--- src/rtl/ex_muldiv_sequencer.sv ---
// ex_muldiv_sequencer: multi-cycle RV32M multiply/divide controller beside the EX ALU.
// It runs an iterative shift-add multiplier or restoring divider and stalls the
// pipeline through ex_clk_en until the result is ready.
// Build option: define MULDIV_FAST_MUL_EN to compute MUL* in one cycle; divides stay iterative.
module ex_muldiv_sequencer #(
  parameter int XLEN = 32
) (
  input  logic            clk,
  input  logic            rst,
  input  logic            clk_en_in,
  input  logic            flush,
  input  logic            start,
  input  logic [2:0]      op,
  input  logic [XLEN-1:0] src1,
  input  logic [XLEN-1:0] src2,
  output logic            ex_clk_en,
  output logic            busy,
  output logic            done,
  output logic [XLEN-1:0] result
);

  localparam int CW = $clog2(XLEN) + 1;

  typedef enum logic [1:0] {S_IDLE, S_BUSY, S_DONE} state_t;
  typedef enum logic [2:0] {
    OP_MUL, OP_MULH, OP_MULHSU, OP_MULHU, OP_DIV, OP_DIVU, OP_REM, OP_REMU
  } op_t;

  state_t          state_q, state_d;
  op_t             op_in, op_q;
  logic            neg_q;
  logic [XLEN-1:0] acc_hi_q, acc_lo_q, opb_q;
  logic [CW-1:0]   cnt_q;
  logic [XLEN-1:0] result_q;
  logic            hold;

  // Operand decode on the incoming op
  logic            signed_a, signed_b, s1, s2, neg_in, is_div, special, fast_take;
  logic [XLEN-1:0] abs_a, abs_b, special_res, fast_res;
  logic            accept;

  // One iteration of the shared datapath and the final-result fixup
  logic [XLEN:0]     mul_sum, div_shift, div_diff;
  logic [XLEN-1:0]   step_hi, step_lo, quo_fin, rem_fin;
  logic [2*XLEN-1:0] prod, prod_fin;
  logic [XLEN-1:0]   final_res;

  assign op_in = op_t'(op);

  // Operand signs, magnitudes and the div-by-zero / overflow shortcuts
  always_comb begin
    // NOTE: every combinational output gets a default first so no path leaves it unassigned (no latch).
    signed_a    = (op_in == OP_MULH) || (op_in == OP_MULHSU) || (op_in == OP_DIV) || (op_in == OP_REM);
    signed_b    = (op_in == OP_MULH) || (op_in == OP_DIV) || (op_in == OP_REM);
    s1          = signed_a & src1[XLEN-1];
    s2          = signed_b & src2[XLEN-1];
    abs_a       = s1 ? -src1 : src1;
    abs_b       = s2 ? -src2 : src2;
    // Remainder follows the dividend only; everything else negates on differing signs.
    neg_in      = (op_in == OP_REM) ? s1 : (s1 ^ s2);
    is_div      = op[2];
    special     = 1'b0;
    special_res = '0;
    if (is_div && (src2 == '0)) begin
      special     = 1'b1;
      special_res = op[1] ? src1 : '1;
    end else if (((op_in == OP_DIV) || (op_in == OP_REM)) &&
                 (src1 == {1'b1, {(XLEN-1){1'b0}}}) && (src2 == '1)) begin
      special     = 1'b1;
      special_res = op[1] ? '0 : {1'b1, {(XLEN-1){1'b0}}};
    end
  end

`ifdef MULDIV_FAST_MUL_EN
  logic [2*XLEN-1:0] fast_a, fast_b, fast_prod;
  // Single-cycle full-width product; two's complement wraps correctly modulo 2^(2*XLEN)
  always_comb begin
    fast_a    = {{XLEN{s1}}, src1};
    fast_b    = {{XLEN{s2}}, src2};
    fast_prod = fast_a * fast_b;
    fast_take = ~is_div;
    fast_res  = (op_in == OP_MUL) ? fast_prod[XLEN-1:0] : fast_prod[2*XLEN-1:XLEN];
  end
`else
  assign fast_take = 1'b0;
  assign fast_res  = '0;
`endif

  assign accept = (state_q == S_IDLE) && start && clk_en_in && !flush;

  // Iteration step: shift-add multiply or restoring divide over {acc_hi, acc_lo}
  always_comb begin
    mul_sum   = {1'b0, acc_hi_q} + (acc_lo_q[0] ? {1'b0, opb_q} : '0);
    div_shift = {acc_hi_q, acc_lo_q[XLEN-1]};
    div_diff  = div_shift - {1'b0, opb_q};
    if (op_q[2]) begin
      if (!div_diff[XLEN]) begin
        step_hi = div_diff[XLEN-1:0];
        step_lo = {acc_lo_q[XLEN-2:0], 1'b1};
      end else begin
        step_hi = div_shift[XLEN-1:0];
        step_lo = {acc_lo_q[XLEN-2:0], 1'b0};
      end
    end else begin
      step_hi = mul_sum[XLEN:1];
      step_lo = {mul_sum[0], acc_lo_q[XLEN-1:1]};
    end
    prod      = {step_hi, step_lo};
    prod_fin  = neg_q ? -prod : prod;
    quo_fin   = neg_q ? -step_lo : step_lo;
    rem_fin   = neg_q ? -step_hi : step_hi;
    if (op_q[2])
      final_res = op_q[1] ? rem_fin : quo_fin;
    else
      final_res = (op_q == OP_MUL) ? prod_fin[XLEN-1:0] : prod_fin[2*XLEN-1:XLEN];
  end

  // State register
  always_ff @(posedge clk or posedge rst) begin
    // NOTE: sequential state uses non-blocking assignments so every flop samples pre-edge values.
    if (rst) state_q <= S_IDLE;
    else     state_q <= state_d;
  end

  // Next state and pipeline hold
  always_comb begin
    state_d = state_q;
    hold    = 1'b0;
    case (state_q)
      S_IDLE: begin
        hold = start;
        if (accept) state_d = (special || fast_take) ? S_DONE : S_BUSY;
      end
      S_BUSY: begin
        hold = 1'b1;
        if (clk_en_in && (cnt_q == CW'(1))) state_d = S_DONE;
      end
      S_DONE: begin
        if (clk_en_in) state_d = S_IDLE;
      end
      default: state_d = S_IDLE;
    endcase
    if (flush) state_d = S_IDLE;
  end

  // Operand latch, iteration and result capture
  always_ff @(posedge clk or posedge rst) begin
    if (rst) begin
      op_q     <= OP_MUL;
      neg_q    <= 1'b0;
      acc_hi_q <= '0;
      acc_lo_q <= '0;
      opb_q    <= '0;
      cnt_q    <= '0;
      result_q <= '0;
    end else if (accept) begin
      op_q     <= op_in;
      neg_q    <= neg_in;
      acc_hi_q <= '0;
      acc_lo_q <= abs_a;
      opb_q    <= abs_b;
      cnt_q    <= CW'(XLEN);
      if (special)        result_q <= special_res;
      else if (fast_take) result_q <= fast_res;
    end else if ((state_q == S_BUSY) && clk_en_in && !flush) begin
      acc_hi_q <= step_hi;
      acc_lo_q <= step_lo;
      cnt_q    <= cnt_q - CW'(1);
      if (cnt_q == CW'(1)) result_q <= final_res;
    end
  end

  assign ex_clk_en = clk_en_in & ~hold;
  assign busy      = (state_q != S_IDLE);
  assign done      = (state_q == S_DONE);
  assign result    = result_q;

endmodule

--- config.mk ---
export PLATFORM = sky130hd
export DESIGN_NAME = ex_muldiv_sequencer
export DESIGN_NICKNAME = d
export VERILOG_FILES = /design/src/rtl/ex_muldiv_sequencer.sv
export SDC_FILE = /design/constraint.sdc
export NUM_CORES = 1
export LEC_CHECK = 0
export ABC_AREA = 1
export ABC_CLOCK_PERIOD_IN_PS = 4400
export BUFFER_PORTS_ARGS = -buffer_cell sky130_fd_sc_hd__buf_2
export CAP_MARGIN = 20
export CORE_MARGIN = 2
export CORE_UTILIZATION = 45
export DETAILED_ROUTE_END_ITERATION = 16
export SETUP_SLACK_MARGIN = 0.05
export SLEW_MARGIN = 20
export SYNTH_ARGS = -nofsm -noshare
export SYNTH_HDL_FRONTEND = slang
export SYNTH_SLANG_ARGS = --single-unit
--- constraint.sdc ---
create_clock -name clk -period 4.4 [get_ports clk]
set_clock_uncertainty 0.15 [all_clocks]
set_input_delay 0.44 -clock clk [delete_from_list [all_inputs] [get_ports clk]]
set_output_delay 0.44 -clock clk [all_outputs]
set_load 0.01 [all_outputs]
==> results by stage, run 1 <==
Die:
- The die width is 199 um.
- The count of pins on the block boundary is 107.
- The area enclosed by the die boundary is 39,800 um2.
- The height of the die is 199 um.
- The starting density of the core is 0.456.
- The core box area is 37,700 um2.
- The floorplan has 71 rows.

Synth:
- The share of the Yosys chip area taken by registers is 0.204.
- The area fraction of the dominant cell type after synthesis is 0.204.
- Among all cell types in the netlist, the one instantiated most often is sky130_fd_sc_hd__nand2_1.
- The number of distinct library cells after synthesis is 62.
- After synthesis, the share of flip-flops with an asynchronous set or reset is 1.00.
- The synthesized design spends more area on one cell type than any other, namely sky130_fd_sc_hd__dfrtp_1.
- The number of nets in the synthesized netlist is 3,069.
- Ranked by total cell area, the synthesized netlist is headed by sky130_fd_sc_hd__dfrtp_1, sky130_fd_sc_hd__nand2_1, sky130_fd_sc_hd__inv_1.
- The main flop type after synthesis is sky130_fd_sc_hd__dfrtp_1.
- The synthesized design contains 0 enable-type register cells.
- The synthesis warning total is 0.
- Synthesis inferred 140 register bits.
- The total standard cell area after synthesis is 17,200 um2.
- A synthesized cell averages 5.88 um2.
- Synthesis produced a netlist whose cell count is 2,924.
- In the synthesized netlist, the cells that appear most often are sky130_fd_sc_hd__nand2_1, sky130_fd_sc_hd__inv_1, sky130_fd_sc_hd__nor2_1, sky130_fd_sc_hd__nand3_1, sky130_fd_sc_hd__o21ai_0.

Outcome:
- The run finished with clean final reports.

Cells and area:
- The cell area after layout is 20,600 um2.
- At the end of the flow, the number of nets in the layout was 3,328.
- From synthesis to final layout, the design area changed by 20.1%.
- The fraction of layout instances using a drive strength above 1 is 0.184.
- The number of antenna diodes in the final layout is 0.
- After filler insertion, the fill cell instance count of the layout stands at 3,933.

Global route:
- In the global route stage, overall resource usage came out at 0.411.
- The largest net degree at the start of global routing is 89.
- The initial antenna violation count is 1.
- The global-route wire length before repair is 120 mm.
- For this run the aggregate overflow at the end of global routing stands at 0.
- The number of global-route vias before repair is 19,600.

STA:
- The relative slew slack is 0.299.
- The number of max-slew violations in the final report is 0.
- Dividing the final minimum period by the clock period gives 0.947.
- Counting I/O delays and the setup requirement, the final critical path takes 4170 ps.
- The aggregate negative setup slack is 0 ps.
- At the pin with the least slew margin, the transition time is 1050 ps.
- The final hold violation count came to 0.
- The maximum clock frequency is 0.240 GHz.
- Setup repair after global routing could not meet its margin everywhere.
- Setup violations remaining at the end of the flow were counted as 0.

Clocking:
- The clock net in this run drives a total of 140 sinks.
- The clock reaches the later pin of the worst-skew pair after 500 ps.
- TritonCTS built the clock tree.
- Clock-pin slew was measured on the worst setup and hold paths at 70 ps.
- Clock tree synthesis inserted a total of 17 buffers.
- Clock tree synthesis selected as its root buffer the cell sky130_fd_sc_hd__clkbuf_16.
- The H-tree depth is 4.
- The number of buffers on the longest clock path is 2.

Place:
- After legalization and detailed placement, the total HPWL measured 65.1 mm.
- Buffers placed on the I/O ports in this run total 106.
- The routability-driven placement congestion ratio is 1.04.
- The standard cell area after detailed placement is 19,600 um2.

Worst setup path:
- At the worst endpoint, the required time is 4640 ps.
- STA classifies the critical path startpoint as a flop.
- Data on the critical path arrives at its endpoint at 4410 ps.
- Setup slack on the worst reg-to-reg path comes out at 230 ps.
- The critical-path cell with the highest stage delay is sky130_fd_sc_hd__ha_2.
- The startpoint identified for the worst register-to-register timing path is opb_q[21].
- The largest stage delay on the critical path is 390 ps.
- The maximum fanout encountered on the critical timing path is 5.
- The critical path is of the reg -> reg type.
- The worst register-to-register path has a depth of 29.
- The reg-to-reg critical path endpoint is result[22].
- Counting stages on the worst path, the most repeated cell is sky130_fd_sc_hd__nand2_4.
- The worst setup path is captured at a flop.

Drt:
- After the first detailed-routing iteration, the DRC count stood at 2,422.
- The post-route antenna net violation count is 0.
- Before antenna repair, the detailed router went through 9 iterations.
- In the routed layout, each cell is associated on average with a via count of 5.78.
- The count of unresolved DRC violations after routing is 0.
- The final wirelength is 80.8 mm.
- The count of vias placed by the detailed router is 21,400.
- In the final routed layout, each cell accounts on average for 21.8 um.

Hold path:
- The worst hold path passes through 3 cells.
- The path with the worst hold slack has its endpoint at acc_lo_q[0].
- The class of the tightest hold or removal check is in -> reg.
- In this run the most critical hold path is launched from src1[0].

Power:
- The power after layout is 13.3 mW.
- For this design the static power due to leakage is 11.1 nW.
- The worst-case IR drop observed on VDD is 0.000375 V.
- Dividing total power by cell area gives a power density of 647 nW/um2.

Flow run:
- The number of violations of the max-capacitance limit is 0.
-- cell families after synthesis --
family	count (synthesis)	synth area share
AOI/OAI and AO/OA	550	0.182
xor gates and xnor gates	79	0.0402
adders and majority gates	73	0.0540
buffers and inverters	519	0.119
DFF	140	0.204
muxes	1	0.000582
and+or+nand+nor	1562	0.400
-- per-layer routing --
metal,wire length [um],global-route usage,up-vias
met5,12,0,-
met4,3350,0.167,2
li1,-,-,9996
met1,35200,0.580,9993
met3,10200,0.134,195
met2,32100,0.570,1236
-- critical path, delay by kind of cell (launching register included) --
kind / cells / cell delay, ps
fa+ha+maj: 2 / 510
flops: 1 / 380
buf+inv: 6 / 450
compound gates: 3 / 330
simple gates: 18 / 2240
-- flip-flops by register name, summed over array words and instances (netlist names) --
signal	flops
acc_hi_q	32
acc_lo_q	32
opb_q	32
result	32
cnt_q	6
op_q	3
state_q	2
neg_q	1
-- per-stage QoR --
step,cells,setup WS (ps),utilization,hold slack [ps]
final,3706,233,0.548,89.7
after CTS,3702,66.3,0.538,52.7
after global routing,3706,-25.7,0.548,95.6
after global placement,3670,88.4,0.521,323
after detailed placement,3670,94.3,0.521,336
after floorplan,2924,57.1,-,297
-- timing repair --
| action | CTS | global route |
|---|---|---|
| hold endpoints to repair | 32 | 0 |
| endpoints found under the setup margin | 0 | 29 |
| buffers inserted | 0 | 5 |
| resized for setup | 0 | 100 |
| hold buffers | 1 | 0 |
-- cell usage in the layout, fill, tap and decap left out, drive strengths merged, types with 3 or more instances in the layout --
cell type  count
a21oi        192
nor2         299
dfrtp        140
and2           3
xnor2         13
nand3        261
nand2        871
o21bai        16
nand4         33
nor3          40
o21a           4
o21ai        252
nand3b        14
clkinvlp       3
o221ai        18
buf          333
clkbuf        22
or2           24
o31ai          3
o22ai         13
a21o           8
o211ai         9
inv          424
nor4          13
a22oi         15
ha            71
xor2          66
a31oi          7
clkinv         5
-- final cells by class --
type | count | area [um2] | share of cell area
clock buffers | 22 | 494 | 0.0239
clock inverters | 9 | 110 | 0.00533
inverters | 425 | 1600 | 0.0777
multi-input cells | 2265 | 12000 | 0.581
flip-flops and latches | 140 | 3510 | 0.170
well taps | 511 | 639 | 0.0310
repair buffers | 334 | 2300 | 0.111
-- where the power goes --
group	switching [mW]	leakage, nW	total [mW]	internal (mW)
Sequential	0.294	1.82	1.89	1.60
Clock	0.678	0.291	1.58	0.905
Combinational	6.53	9.00	9.87	3.33
Total	7.51	11.1	13.3	5.84
-- worst max path at each step --
stage | from | endpoint | slack (ps) | cells after the start
finish | opb_q[21] | result[22] | 230 | 29
global route | opb_q[7] | result[26] | -30 | 32
CTS | acc_lo_q[31] | result[20] | 70 | 34
detailed placement | acc_lo_q[31] | result[20] | 90 | 34
global placement | acc_lo_q[0] | result[31] | 90 | 26
floorplan | rst | acc_hi_q[0] | 60 | 1
Note: power is estimated with default switching activity, not from simulation.
==> inputs of run 2 (changes only) <==
RECOVER_POWER = 50   (was not set)
TNS_END_PERCENT = 20   (was not set)
==> run 2 against run 1 <==
The run now ends with max-capacitance violations, max-slew violations left. First-iteration DRC count up 4.9%. Count of clock-buffer cells in the layout is the same. Register-to-register slack better by 20 ps. Cell area shrank 0.33%. Worst setup slack improved by 18 ps. Sequential power about the same. Global-route usage is the same.
==> results by stage, run 2 (synthesis gave the netlist of run 1 again) <==
Place:
- The standard cell area after detailed placement is 19,600 um2 (unchanged).
- The number of port buffers came to 106 (unchanged).
- The worst slack at placement was 94.3 ps (unchanged).
- The total half-perimeter wirelength after legalization and detailed placement is 65.1 mm (unchanged).
- The routability-driven placement congestion ratio is 1.04 (unchanged).

Worst setup path:
- The maximum fanout encountered on the critical timing path is 4 (-1).
- STA classifies the critical path startpoint as a flop.
- The endpoint required time on the critical path was 4640 ps (about the same).
- The worst register-to-register path begins at opb_q[7].
- The path depth of the worst reg2reg path is 33 (+14%).
- The capturing element type of the critical path is a flop.
- The critical-path cell with the highest stage delay is sky130_fd_sc_hd__dfrtp_1.
- The arrival time at the worst endpoint is 4390 ps (-20 ps).
- The source of the critical timing path is opb_q[7].
- The type of the worst setup path is reg -> reg.
- The cell with the most instances on the worst path is sky130_fd_sc_hd__nand2_4.
- The largest stage delay on the critical path is 400 ps (about the same).

Outcome:
- The final reports fail on max-capacitance violations, max-slew violations.
- The run finished, with violations left.

Power:
- The power spent charging and discharging nets came to 7.49 mW (-0.21%).
- The power share of the combinational group is 0.739 (about the same).
- The standby leakage power is 11.0 nW (-1.4%).
- The power per cell area came to 647 nW/um2 (about the same).
- The power after layout is 13.3 mW (-0.27%).
- The largest vdd supply drop is 0.000373 V (-0.37%).
- The part of the total power dissipated in sequential elements is 0.142 (about the same).
- The switching power as a share of total power is 0.563 (about the same).
- The cell-internal power is 5.82 mW (-0.34%).
- The clock share of power is 0.119 (about the same).

STA:
- The number of max-slew violations in the final report is 88 (+88).
- The final setup violation count came to 0 (unchanged).
- Setup repair after global routing could not meet its margin everywhere.
- The maximum clock frequency was 0.241 GHz (+0.43%).
- The relative slew slack is -0.366 (-0.665).
- The time the worst path needs with I/O delays and setup is 4150 ps (-17.9 ps).
- The worst setup slack after layout is 251 ps (+17.9 ps).
- The final hold violation count is 0 (unchanged).
- The worst hold slack is 89.3 ps (-0.341 ps).
- The actual transition at the worst max-transition pin is 2050 ps (+998 ps).
- The final worst-path cycle share is 0.943 (-0.00406).

Global route:
- The initial antenna violation count is 1 (unchanged).
- The overflow left after global routing was 0 (unchanged).
- The number of global-route vias before repair was 19,600 (unchanged).
- The global-route usage over all layers was 0.411 (unchanged).
- The largest net degree at the start of global routing is 89 (unchanged).
- The global-route wire length before repair is 120 mm (unchanged).

Cells and area:
- The fraction of layout instances using a drive strength above 1 is 0.172 (-0.0116).
- The library cell used most frequently in the layout, excluding fill and tap cells, is sky130_fd_sc_hd__nand2_1.
- In the layout the commonest cells are sky130_fd_sc_hd__nand2_1, sky130_fd_sc_hd__inv_1, sky130_fd_sc_hd__nor2_1.
- The core utilization of the finished layout is 0.546 (-0.00179).
- The cell area after layout is 20,600 um2 (-0.33%).
- The layout-stage area growth over the synthesis result is 19.7%.
- The antenna diode count is 0 (unchanged).
- The final-stage net count is 3,328 (unchanged).
- The layout filler cell count came to 3,965 (+0.81%).

Drt:
- The wire length per cell is 21.8 um (about the same).
- The final wirelength came to 80.8 mm (about the same).
- The count of routing violations after the opening detailed-route iteration is 2,541 (+4.9%).
- The iteration count of the initial detailed-routing pass came to 7 (-2).
- The post-route antenna net violation count is 0 (unchanged).
- The via density per instance was 5.78 (about the same).
- The count of unresolved DRC violations after routing is 0 (unchanged).
- The count of vias placed by the detailed router came to 21,400 (-0.0047%).

Clocking:
- The number of clock buffers inserted by TritonCTS is 17 (unchanged).
- The clock-pin transition on the worst setup and hold timing paths was 60 ps (about the same).
- The number of buffers on the longest clock path is 2 (unchanged).
- The H-tree depth is 4 (unchanged).
- The clock tree from TritonCTS is done.
- The number of clock sinks is 140 (unchanged).
- The insertion delay to the later sink of the worst-skew pair was 500 ps (about the same).
- The library cell used as clock root buffer is sky130_fd_sc_hd__clkbuf_16.

Die:
- The area enclosed by the die boundary came to 39,800 um2 (unchanged).
- The die width was 199 um (unchanged).
- The core box area came to 37,700 um2 (unchanged).
- The starting density of the core is 0.456 (unchanged).
- The count of pins on the block boundary was 107 (unchanged).
- The total number of placement rows is 71 (unchanged).
- The height of the die is 199 um (unchanged).

Flow run:
- The number of violations of the max-capacitance limit is 1 (+1).

Hold path:
- The startpoint identified for the worst hold timing path is src1[0].
- The depth of the worst hold-timing path is 3 (unchanged).
- The tightest min-delay check is of the in -> reg type.
[run 2: cell count changes in the layout (fill, tap and decap cells not counted), sizes merged]
cell	before	now
clkinvlp	3	4
clkbuf	22	60
inv	424	423
buf	333	295
[run 2: critical path, delay by kind of cell (launching register included)]
family	cells	cell delay [ps]
flip-flops	1	400
AO/OA/AOI/OAI	1	200
AND/OR/NAND/NOR	24	2400
buffers and inverters	6	430
adder cells (fa/ha/maj)	2	470
[run 2: final cells by class]
type / instances / area [um2] / share of cell area
clock buffers: 22 / 494 / 0.0240
inverters: 425 / 1600 / 0.0779
clock inverters: 9 / 110 / 0.00535
multi-input cells: 2265 / 12000 / 0.582
repair buffers: 334 / 2250 / 0.109
flip-flops and latches: 140 / 3510 / 0.171
well taps: 511 / 639 / 0.0311
[run 2: power groups by stage]
stage | logic, mW | clock network [mW] | registers (mW)
3_3_place_gp | 9.18 | 0 | 1.88
6_report | 9.83 | 1.58 | 1.90
2_1_floorplan | 5.61 | 0 | 1.83
4_1_cts | 9.26 | 1.60 | 1.88
5_1_grt | 10.6 | 1.63 | 1.93
3_5_place_dp | 9.21 | 0 | 1.90
[run 2: worst paths after layout]
check / slack, ps / end
worst max-delay path: 250 / result[30]
worst min-delay path: 90 / acc_lo_q[0]
worst max register to register: 250 / result[30]
worst min register to register: 350 / cnt_q[5]
max in group asynchronous: 1440 / result[25]
min in group asynchronous: 900 / opb_q[6]
[run 2: layer usage]
metal  vias up  track usage  routed length, um
met5         -            0                 12
met4         2        0.167               3240
met3       186        0.134              10500
met2      1279        0.570              32100
met1      9970        0.580              35000
li1       9984            -                  -
[run 2: per-stage QoR]
step	setup TNS (ps)	instances
after floorplan	0	2924
after global placement	0	3670
after detailed placement	0	3670
after CTS	0	3702
after global routing	-31.6	3706
final	0	3706
[run 2: what timing repair did]
| item | in CTS | in global routing |
|---|---|---|
| hold buffers | 1 | 0 |
| setup endpoints to repair | 0 | 29 |
| gates resized for setup | 0 | 99 |
| endpoints found under the hold margin | 32 | 0 |
| buffers inserted | 0 | 4 |
